[config.mk]
export PLATFORM = sky130hd
export DESIGN_NAME = restoring_divider
export DESIGN_NICKNAME = d
export VERILOG_FILES = /design/src/rtl/restoring_divider_pkg.sv /design/src/rtl/restoring_divider_div_trial_sub.sv /design/src/rtl/restoring_divider.sv
export SDC_FILE = /design/constraint.sdc
export NUM_CORES = 1
export LEC_CHECK = 0
export CORE_UTILIZATION = 65
export DETAILED_ROUTE_END_ITERATION = 10
export DONT_BUFFER_PORTS = 1
export GPL_TIMING_DRIVEN = 0
export PLACE_DENSITY = 0.81
export SLEW_MARGIN = 40
export SYNTH_ARGS = -nofsm -noshare
export SYNTH_HDL_FRONTEND = slang
export SYNTH_SLANG_ARGS = --single-unit
[constraint.sdc]
create_clock -name clk -period 8.2 [get_ports clk]
set_input_delay 2.46 -clock clk [delete_from_list [all_inputs] [get_ports clk]]
set_output_delay 2.46 -clock clk [all_outputs]
set_load 0.01 [all_outputs]
[src/rtl/restoring_divider_pkg.sv]
// Shared sizing and state encoding for the sequential restoring divider.
package restoring_divider_pkg;

  localparam int DIV_WIDTH = 4;
  localparam int DIV_CNT_W = $clog2(DIV_WIDTH + 1);

  typedef enum logic [1:0] {
    ST_IDLE = 2'd0,
    ST_CALC = 2'd1,
    ST_DONE = 2'd2
  } div_state_e;

endpackage

[src/rtl/restoring_divider_div_trial_sub.sv]
// Combinational ripple subtractor, WIDTH+1 bits: t = rs - d, borrow = final borrow out.
module div_trial_sub #(
  parameter int WIDTH = 4
) (
  input  logic [WIDTH:0] rs,
  input  logic [WIDTH:0] d,
  output logic [WIDTH:0] t,
  output logic           borrow
);

  logic bw_s;

  // Bit-serial borrow chain, one full subtractor per bit.
  always_comb begin
    t    = {(WIDTH + 1){1'b0}};
    bw_s = 1'b0;
    for (int i = 0; i <= WIDTH; i++) begin
      t[i] = rs[i] ^ d[i] ^ bw_s;
      bw_s = (~rs[i] & d[i]) | (~(rs[i] ^ d[i]) & bw_s);
    end
    borrow = bw_s;
  end

endmodule

[src/rtl/restoring_divider.sv]
// Unsigned sequential restoring divider: one quotient bit per clock, MSB first,
// start/done handshake, results held in output registers until the next done.
module restoring_divider
  import restoring_divider_pkg::*;
#(
  parameter int WIDTH = DIV_WIDTH
) (
  input  logic             clk,
  input  logic             rst_n,
  input  logic             start,
  input  logic [WIDTH-1:0] dividend,
  input  logic [WIDTH-1:0] divisor,
  output logic             busy,
  output logic             done,
  output logic [WIDTH-1:0] quotient,
  output logic [WIDTH-1:0] remainder,
  output logic             div_by_zero
);

  localparam int CNT_W = $clog2(WIDTH + 1);

  div_state_e       state_r, state_nxt_s;
  logic [CNT_W-1:0] cnt_r, cnt_nxt_s;
  logic [WIDTH-1:0] r_r, r_nxt_s;
  logic [WIDTH-1:0] q_r, q_nxt_s;
  logic [WIDTH-1:0] d_r, d_nxt_s;
  logic             dz_r, dz_nxt_s;

  logic             busy_r, busy_nxt_s;
  logic             done_r, done_nxt_s;
  logic [WIDTH-1:0] quotient_r, quotient_nxt_s;
  logic [WIDTH-1:0] remainder_r, remainder_nxt_s;
  logic             dbz_r, dbz_nxt_s;

  logic [WIDTH:0]   rs_s;
  logic [WIDTH:0]   t_s;
  logic             borrow_s;
  logic             fits_s;

  // The partial remainder always stays below the divisor, so only WIDTH bits
  // of R are ever non-zero; the shifted value Rs needs the extra bit.
  assign rs_s = {r_r, q_r[WIDTH-1]};

  div_trial_sub #(
    .WIDTH (WIDTH)
  ) u_trial_sub (
    .rs     (rs_s),
    .d      ({1'b0, d_r}),
    .t      (t_s),
    .borrow (borrow_s)
  );

  // Sign bit and ripple borrow agree; either one marks a failed trial.
  assign fits_s = ~(t_s[WIDTH] | borrow_s);

  // Next-state, datapath and output-register update logic.
  always_comb begin
    state_nxt_s     = state_r;
    cnt_nxt_s       = cnt_r;
    r_nxt_s         = r_r;
    q_nxt_s         = q_r;
    d_nxt_s         = d_r;
    dz_nxt_s        = dz_r;
    done_nxt_s      = 1'b0;
    quotient_nxt_s  = quotient_r;
    remainder_nxt_s = remainder_r;
    dbz_nxt_s       = dbz_r;

    case (state_r)
      ST_IDLE: begin
        // The done-high cycle is already IDLE; a start there is still refused.
        if (start && !done_r) begin
          d_nxt_s   = divisor;
          q_nxt_s   = dividend;
          r_nxt_s   = {WIDTH{1'b0}};
          cnt_nxt_s = CNT_W'(WIDTH);
          dz_nxt_s  = (divisor == {WIDTH{1'b0}});
          if (divisor == {WIDTH{1'b0}}) begin
            state_nxt_s = ST_DONE;
          end else begin
            state_nxt_s = ST_CALC;
          end
        end else begin
          state_nxt_s = ST_IDLE;
        end
      end

      ST_CALC: begin
        if (fits_s) begin
          r_nxt_s = t_s[WIDTH-1:0];
          q_nxt_s = {q_r[WIDTH-2:0], 1'b1};
        end else begin
          r_nxt_s = rs_s[WIDTH-1:0];
          q_nxt_s = {q_r[WIDTH-2:0], 1'b0};
        end
        cnt_nxt_s = cnt_r - CNT_W'(1);
        if (cnt_r == CNT_W'(1)) begin
          state_nxt_s = ST_DONE;
        end else begin
          state_nxt_s = ST_CALC;
        end
      end

      ST_DONE: begin
        done_nxt_s = 1'b1;
        dbz_nxt_s  = dz_r;
        if (dz_r) begin
          quotient_nxt_s  = {WIDTH{1'b1}};
          remainder_nxt_s = q_r;
        end else begin
          quotient_nxt_s  = q_r;
          remainder_nxt_s = r_r;
        end
        state_nxt_s = ST_IDLE;
      end

      default: begin
        state_nxt_s = ST_IDLE;
      end
    endcase

    busy_nxt_s = (state_nxt_s == ST_CALC) || (state_nxt_s == ST_DONE);
  end

  // State, datapath and output registers with synchronous active-low reset.
  always_ff @(posedge clk) begin
    if (!rst_n) begin
      state_r     <= ST_IDLE;
      cnt_r       <= {CNT_W{1'b0}};
      r_r         <= {WIDTH{1'b0}};
      q_r         <= {WIDTH{1'b0}};
      d_r         <= {WIDTH{1'b0}};
      dz_r        <= 1'b0;
      busy_r      <= 1'b0;
      done_r      <= 1'b0;
      quotient_r  <= {WIDTH{1'b0}};
      remainder_r <= {WIDTH{1'b0}};
      dbz_r       <= 1'b0;
    end else begin
      state_r     <= state_nxt_s;
      cnt_r       <= cnt_nxt_s;
      r_r         <= r_nxt_s;
      q_r         <= q_nxt_s;
      d_r         <= d_nxt_s;
      dz_r        <= dz_nxt_s;
      busy_r      <= busy_nxt_s;
      done_r      <= done_nxt_s;
      quotient_r  <= quotient_nxt_s;
      remainder_r <= remainder_nxt_s;
      dbz_r       <= dbz_nxt_s;
    end
  end

  assign busy        = busy_r;
  assign done        = done_r;
  assign quotient    = quotient_r;
  assign remainder   = remainder_r;
  assign div_by_zero = dbz_r;

endmodule

---- Yosys cells after proc, flatten, opt, wreduce, memory -nomap -nowiden ----
Cells that the tools add are included.
storage, ports and cells
  output and inout port bits .............. 11
  memories ................................ 0
  input bits .............................. 11
  word-level logic and storage cells ...... 69
  register bits ........................... 29
  RAM bits ................................ 0
  latch bits .............................. 0
  memory bits (read-only) ................. 0
cells by class
  multiplexer cells ....................... 15
  shifts and indexed selects .............. 0
  reduce and logical (&&, ||, !) cells .... 8
  bitwise operators ....................... 28
  $lt $le $gt $ge ......................... 0
  div/mod/pow operators ................... 0
  add/sub/neg operators ................... 1
  eq/ne operators ......................... 6
  multipliers ............................. 0
operators by type and width
  cell                                                 count
  2-to-1 mux 4 bit                                     5
  case mux 4 bit (2 select lines)                      2
  AND 1 bit                                            8
  NOT 1 bit                                            8
  bitwise XOR 1 bit                                    8
  2-to-1 mux 2 bit                                     3
  case mux 3 bit (2 select lines)                      1
  equality test 2 x 1 -> 1 bit, second input constant  2
  equality test 2 bit, second input constant           2
  logical NOT 4 bit                                    1
  OR 1 bit                                             4
  case mux 2 bit (2 select lines)                      1
  AND reduction 2 bit                                  2
  equality test 3 x 1 -> 1 bit, second input constant  1
  2-to-1 mux 3 bit                                     1
  subtractor 3 x 1 -> 3 bit, second input constant     1
  logical NOT 2 bit                                    1
  2-to-1 mux 1 bit                                     2
  != test 2 bit, second input constant                 1
  nonzero test 2 bit                                   1
  logical AND 1 bit                                    1
  logical NOT 1 bit                                    1
  logical OR 1 bit                                     1

---- Longest topological paths before layout ----
Gate-level depths: netlist (run 1).
  word-level depth ........................ 12
  depth in mapped cells ................... 8

---- By module ----
From an unflattened synthesis (run 1), not the netlist that was laid out.
unflattened totals
  cell total of the unflattened synthesis .. 143
  area, all modules ....................... 1348.8 µm²
by module, submodules not included
  module             area an instance (µm²)  sequential area each (µm²)  cells each  times used
  restoring_divider  1211.2                  580.6                       126         1
  div_trial_sub      137.6                   0.0                         17          1

---- Worst setup path after synthesis (run 1) ----
No wires, ideal clock.
  path type ............................... input-to-reg
  start point ............................. input port start
  end point ............................... register d_r[0]
  required time ........................... 8.084 ns
  arrival ................................. 3.120 ns
  setup time .............................. 0.116 ns
  stages on the path ...................... 3
  slack ................................... 4.964 ns
  cells stage by stage .................... nor4b_4 mux2i_1 nor2b_1
on the way
  cells in the longest elaborated chain, start to end .. 2
ends and longest elaborated chain
  what                                  line                      source
  start: declaration                    restoring_divider.sv:10   input logic start,
  logical AND 1 bit                     restoring_divider.sv:72   if (start && !done_r) begin
  AND reduction 2 bit (no source line)  -
  end signal: assignment                restoring_divider.sv:132  d_r <= {WIDTH{1'b0}};
  end signal: assignment                restoring_divider.sv:144  d_r <= d_nxt_s;
  end: declaration                      restoring_divider.sv:26   logic [WIDTH-1:0] d_r, d_nxt_s;
Every way passes these cells.
A chain may end at the register's enable or synchronous reset.

---- Worst setup path after layout (run 1) ----
  start point ............................. register done_r, in the netlist done
  end point ............................... output port done
RTL lines
  what                      line                      source
  start: declaration        restoring_divider.sv:30   logic done_r, done_nxt_s;
  start signal: assignment  restoring_divider.sv:147  done_r <= done_nxt_s;
  end: declaration          restoring_divider.sv:14   output logic done,
No word-level cell between the ends.

==> reports/qor.yml, run 1 <==
track_usage_pct: 26.6
peakVddDrop_uv: 144
cp.required_ps: 5740
grt_overflow: 0
synth_seq_cells: 29
worstRegToRegCells: 8
port_buffers: 0
grt_pass1_wl_mm: 4.04
yosys_warnings: 0
cts.sinks: 29
antenna_found_initial: 0
final_core_util_pct: 75.1
clockBufferDepth: 2
synth_top_cell_by_area: "dfxtp_1"
seq_area_frac_synth_pct: 41.9
drt_first_pass_iters: 4
syn_to_final_growth_pct: 7.50
drive_gt1_share_pct: 10.3
ios: 22
htree_levels: 2
die-area_um2: 2320
hold_path.startpoint: "cnt_r[1]"
clkTransAtPathRegs_ps: 90
cts_buffers: 5
setup_viol: 0
initial_core_util_pct: 69.9
worst_pin_slew_ps: 616
cts_hold_buf: 0
slew_headroom_pct: 58.7
layout_worst_path_cycle_share_pct: 40.0
path_class: "register to output pin"
post_cts_buffers: 0
synthCells: 137
dpl_cell_area_um2: 1420
synth_async_sr_flop_share_pct: 0
crit_end: "done"
syn_nets: 154
r2r-end: "r_r[1]"
hold_violations: 0
rsz0062_at_grt: "false"
clock_latency_ps: 330
ctsRootBufferMaster: "clkbuf_4"
synth_cell_types: 31
synth_area_per_cell_um2: 10.1
maxSlewViolCount: 0
ys.flop_type: "dfxtp_1"
critPathLaunchType: "register"
cap_violations: 0
netlist_area_um2: 1390
wl_per_cell_um: 15.4
viasPerCell: 5.94
diodes: 0
drt_iter0_markers: 27
startpoint: "done"
synth_top_area_share_pct: 41.9
crit_arrival_ps: 820
post_cts_resized: 0
outcome: "finished clean"
grt_max_degree: 11
ant_nets: 0
p_per_area_nw_per_um2: 207
hp-class: "register to register"
worstPathMaxFanout: 4
r2r-start: "q_r[3]"
clock.fmax_mhz: 305
r2r_setup_slack_ps: 5300
core_um2: 1980
stdcell_count: 172
die_w_um: 48.2
synth_area_leaders: "dfxtp_1 42%, mux2i_1 9.4%, o211a_1 6.5%, fa_1 4.3%, a32o_1 3.6%"
final_cell_area_um2: 1490
endpoint_kind: "output pin"
critical_path_depth: 0
dp_hpwl_mm: 1.99
finalClockSkew_ps: 8.54
place_congestion: 0.747
dpl.cell_count: 164
fin_hold_ws_ps: 483
fp.dieH_um: 48.2
period_minus_slack_ps: 3280
num_vias: 1021
cts_tree: "yes"
nets: 161
drc: 0
rows: 16
setup-tns-final_ps: 0
first_global_vias: 885
drt_wl_total_mm: 2.64
p_leak_nw: 0.664
synth_edf_count: 0
-- report_power, final --
part	leakage [nW]	switching [W]	internal [W]
Sequential	0.237	0.00000890	0.000150
Combinational	0.386	0.0000259	0.0000240
Clock	0.0413	0.0000492	0.0000496
Total	0.664	0.0000840	0.000224
-- cell type report --
| class | instances | area [µm²] |
|---|---|---|
| buffer | 9 | 48.8 |
| clock inverter | 1 | 5.00 |
| multi-input combinational | 91 | 726 |
| clock buffer | 7 | 65.1 |
| inverter | 8 | 30.0 |
| tap | 27 | 33.8 |
| sequential | 29 | 581 |
| fill | 148 | 493 |
-- Yosys cell counts (4+ instances only) --
| cell type | number |
|---|---|
| clkbuf_1 | 4 |
| o211a_1 | 9 |
| nor2b_1 | 8 |
| a32o_1 | 5 |
| nand2_1 | 10 |
| inv_1 | 8 |
| mux2i_1 | 13 |
| nand2b_1 | 7 |
| a21oi_1 | 7 |
| nor2_1 | 4 |
| dfxtp_1 | 29 |
-- cell usage in the layout (no fill, tap or decap), types with 2 or more instances in the layout --
cell,Yosys,routed
a32o_1,5,5
clkbuf_8,0,2
dfxtp_1,29,29
ha_1,3,3
a21boi_0,2,2
nor2_1,4,4
o21ai_0,3,3
fa_1,3,3
a21oi_1,7,7
nand2_1,10,10
nand2b_1,7,7
inv_1,8,8
o311ai_0,3,3
clkbuf_4,0,5
mux2i_1,13,13
nor2b_1,8,8
o211a_1,9,9
o211ai_1,3,3
buf_2,3,3
clkbuf_1,4,4
-- how the worst min path moves through the flow --
stage | endpoint | slack, ps | cells after the start
after floorplan | cnt_r[1] | 440 | 2
after global placement | cnt_r[1] | 450 | 2
after detailed placement | cnt_r[1] | 460 | 2
after CTS | cnt_r[1] | 480 | 2
after global routing | cnt_r[1] | 510 | 2
final | cnt_r[1] | 480 | 2
-- worst min-delay path: stages, from the launching register on --
cell,delay [ps]
dfxtp_1,330
nand2_1,50
o21ai_0,60
-- registers in the layout (all words and copies together), names as in the netlist --
register     flops
dz_r             1
cnt_r            3
q_r              4
state_r          2
busy             1
remainder        4
r_r              4
d_r              4
div_by_zero      1
quotient         4
done             1
-- layer usage --
metal	up-vias	share of wire, %	GRT usage, %
met5	-	0	0
met2	21	50	41.3
met3	4	5.0	12.2
met4	0	0.83	8.89
li1	501	-	-
met1	495	44	32.7
-- kinds of logic (layout without fill, tap and decap cells) --
| family | Yosys count | count (layout) | synth area share, % |
|---|---|---|---|
| AND/OR/NAND/NOR | 36 | 36 | 15.4 |
| XOR/XNOR | 1 | 1 | 0.632 |
| adder cells (fa/ha/maj) | 6 | 6 | 7.05 |
| flip-flops | 29 | 29 | 41.9 |
| buffers and inverters | 17 | 25 | 5.69 |
| multiplexers | 13 | 13 | 9.39 |
| AO/OA/AOI/OAI | 35 | 35 | 20.0 |
-- through the flow --
| stage | power, W | setup slack, ps |
|---|---|---|
| floorplan | 0.000201 | 4960 |
| global placement | 0.000209 | 4750 |
| detailed placement | 0.000212 | 4710 |
| CTS | 0.000311 | 4910 |
| global route | 0.000324 | 4880 |
| finish | 0.000308 | 4920 |
Note: power is estimated with default switching activity, not from simulation.
==> run 2, diff against run 1 <==
--- a/config.mk
+++ b/config.mk
@@ -5,11 +5,11 @@
 export SDC_FILE = /design/constraint.sdc
 export NUM_CORES = 1
 export LEC_CHECK = 0
-export CORE_UTILIZATION = 65
+export CORE_UTILIZATION = 61
 export DETAILED_ROUTE_END_ITERATION = 10
 export DONT_BUFFER_PORTS = 1
 export GPL_TIMING_DRIVEN = 0
-export PLACE_DENSITY = 0.81
+export PLACE_DENSITY = 0.77
 export SLEW_MARGIN = 40
 export SYNTH_ARGS = -nofsm -noshare
 export SYNTH_HDL_FRONTEND = slang
==> constraint.sdc (replaced) <==
create_clock -name clk -period 3.2 [get_ports clk]
set_input_delay 0.96 -clock clk [delete_from_list [all_inputs] [get_ports clk]]
set_output_delay 0.96 -clock clk [all_outputs]
set_load 0.01 [all_outputs]
==> run 2 against run 1 <==
  * Global-route usage down 3.3 points
  * Sequential cell count unchanged
  * Sequential share of layout area up 0.40 points
  * Non-clock buffer count unchanged
  * Core utilization down 2.9 points
  * Critical path type is now register to register
  * Largest power group unchanged
  * Sequential power rose to 2.6 times the previous value
==> reports/qor.yml, run 2 (synthesized netlist as in run 1, its figures left out) <==
outcome: "finished clean"  # unchanged
clkTransAtPathRegs_ps: 90  # about the same
htree_levels: 2  # unchanged
endpoint_kind: "register"  # was output pin
ios: 22  # unchanged
nets: 161  # unchanged
crit_family: "adder cells"
grt_overflow: 0  # unchanged
crit_arrival_ps: 3110  # was 820 ps
path_class: "register to register"  # was register to output pin
track_usage_pct: 23.3  # was 26.6%
ant_nets: 0  # unchanged
cts_tree: "yes"  # unchanged
slowest_stage: "xnor2_1"
hp-class: "register to register"  # unchanged
grt_pass1_wl_mm: 4.22  # was 4.04 mm
cts.sinks: 29  # unchanged
crit_buf_inv: 1
fp.dieH_um: 49.7  # was 48.2 µm
rsz0062_at_grt: "false"  # unchanged
die_w_um: 49.7  # was 48.2 µm
peakVddDrop_uv: 303  # was 144 µV
clock_latency_ps: 310  # was 330 ps
port_buffers: 0  # unchanged
drt_iter0_markers: 23  # was 27
final_common_cell: "dfxtp_1"  # unchanged
syn_to_final_growth_pct: 6.41  # was 7.50%
worst_pin_slew_ps: 620  # was 616 ps
setup_viol: 0  # unchanged
hold_violations: 0  # unchanged
critPathLaunchType: "register"  # unchanged
crit_path_frequent_cell: "fa_1"
num_vias: 995  # was 1021
grt_max_degree: 11  # unchanged
period_minus_slack_ps: 2900
dp_hpwl_mm: 1.94  # was 1.99 mm
clock.fmax_mhz: 344
drt_wl_total_mm: 2.57  # was 2.64 mm
core_um2: 2040  # was 1980 µm²
slew_headroom_pct: 58.4  # was 58.7%
initial_core_util_pct: 67.8  # was 69.9%
drt_first_pass_iters: 4  # unchanged
drive_gt1_share_pct: 9.03  # was 10.3%
die-area_um2: 2470  # was 2320 µm²
layout_worst_path_cycle_share_pct: 90.8
diodes: 0  # unchanged
worstPathMaxFanout: 5  # was 4
setup-tns-final_ps: 0  # unchanged
cts_buffers: 5  # unchanged
max_stage_delay_ps: 520
cp.required_ps: 3400  # was 5740 ps
post_cts_resized: 0  # unchanged
post_cts_buffers: 0  # unchanged
path_cells: "inv_1 > ha_1 > fa_1 > fa_1 > fa_1 > xnor2_1 > mux2i_1 > a32o_1"
cap_violations: 0  # unchanged
fillers: 167  # was 148
first_global_vias: 954  # was 885
rows: 16  # unchanged
antenna_found_initial: 0  # unchanged
cts_hold_buf: 0  # unchanged
dpl_cell_area_um2: 1420  # unchanged
viasPerCell: 5.82  # was 5.94
clockBufferDepth: 2  # unchanged
wl_per_cell_um: 15.0  # was 15.4 µm
final_cell_area_um2: 1470  # was 1490 µm²
final_cell_mix: "29 x dfxtp_1, 13 x mux2i_1, 10 x nand2_1, 9 x o211a_1"  # unchanged
p_per_area_nw_per_um2: 507  # was 207 nW/µm²
finalClockSkew_ps: 11.1  # was 8.54 ps
maxSlewViolCount: 0  # unchanged
place_congestion: 0.756  # was 0.747
drc: 0  # unchanged
ctsRootBufferMaster: "clkbuf_4"  # unchanged
p_leak_nw: 0.654  # was 0.664 nW
## run 2: cell count changes in the layout (fill, tap and decap cells not counted)
| cell | delta |
|---|---|
| clkbuf_8 | -1 |
| clkbuf_1 | +1 |
| clkinv_2 | -1 |
## run 2: worst register-to-register path, stage by stage (launching register included)
cell     delay (ps)
dfxtp_1         410
inv_1            80
ha_1            210
fa_1            380
fa_1            400
fa_1            400
xnor2_1         520
mux2i_1         160
a32o_1          240
## run 2: through the flow
| step | util [%] | total power [W] | hold slack [ps] | setup WS (ps) | std cells |
|---|---|---|---|---|---|
| CTS | 72.2 | 0.000758 | 486 | 313 | 171 |
| detailed placement | 69.5 | 0.000542 | 473 | 338 | 164 |
| global route | 72.2 | 0.000790 | 514 | 138 | 171 |
| global placement | 69.5 | 0.000535 | 445 | 395 | 164 |
| floorplan | - | 0.000515 | 436 | 586 | 137 |
| finish | 72.2 | 0.000748 | 480 | 296 | 171 |
## run 2: routing by layer
| metal | global-route usage (%) | wire length, µm | up-vias |
|---|---|---|---|
| met5 | 0 | 0 | - |
| met4 | 8.57 | 15 | 0 |
| met3 | 8.95 | 83 | 2 |
| met2 | 37.8 | 1240 | 19 |
| met1 | 27.8 | 1230 | 479 |
| li1 | - | - | 495 |
## run 2: final cells by class
cell class,instances,area [µm²],share of cell area [%]
multi-input combinational,91,726,49.2
clock buffer,7,55.1,3.74
tap,27,33.8,2.29
buffer,9,48.8,3.31
sequential,29,581,39.4
inverter,8,30.0,2.04
## run 2: path summary, 6_finish.rpt
path         slack, ps      from  endpoint  depth (start not counted)
max reg2reg        300    q_r[3]    r_r[2]                          8
min reg2reg        480  cnt_r[1]  cnt_r[1]                          2
max                300    q_r[3]    r_r[2]                          8
min                480  cnt_r[1]  cnt_r[1]                          2
## run 2: power breakdown
group	switching (W)	internal, W	total [W]
Clock	0.000111	0.000104	0.000214
Combinational	0.0000658	0.0000615	0.000127
Sequential	0.0000218	0.000384	0.000406
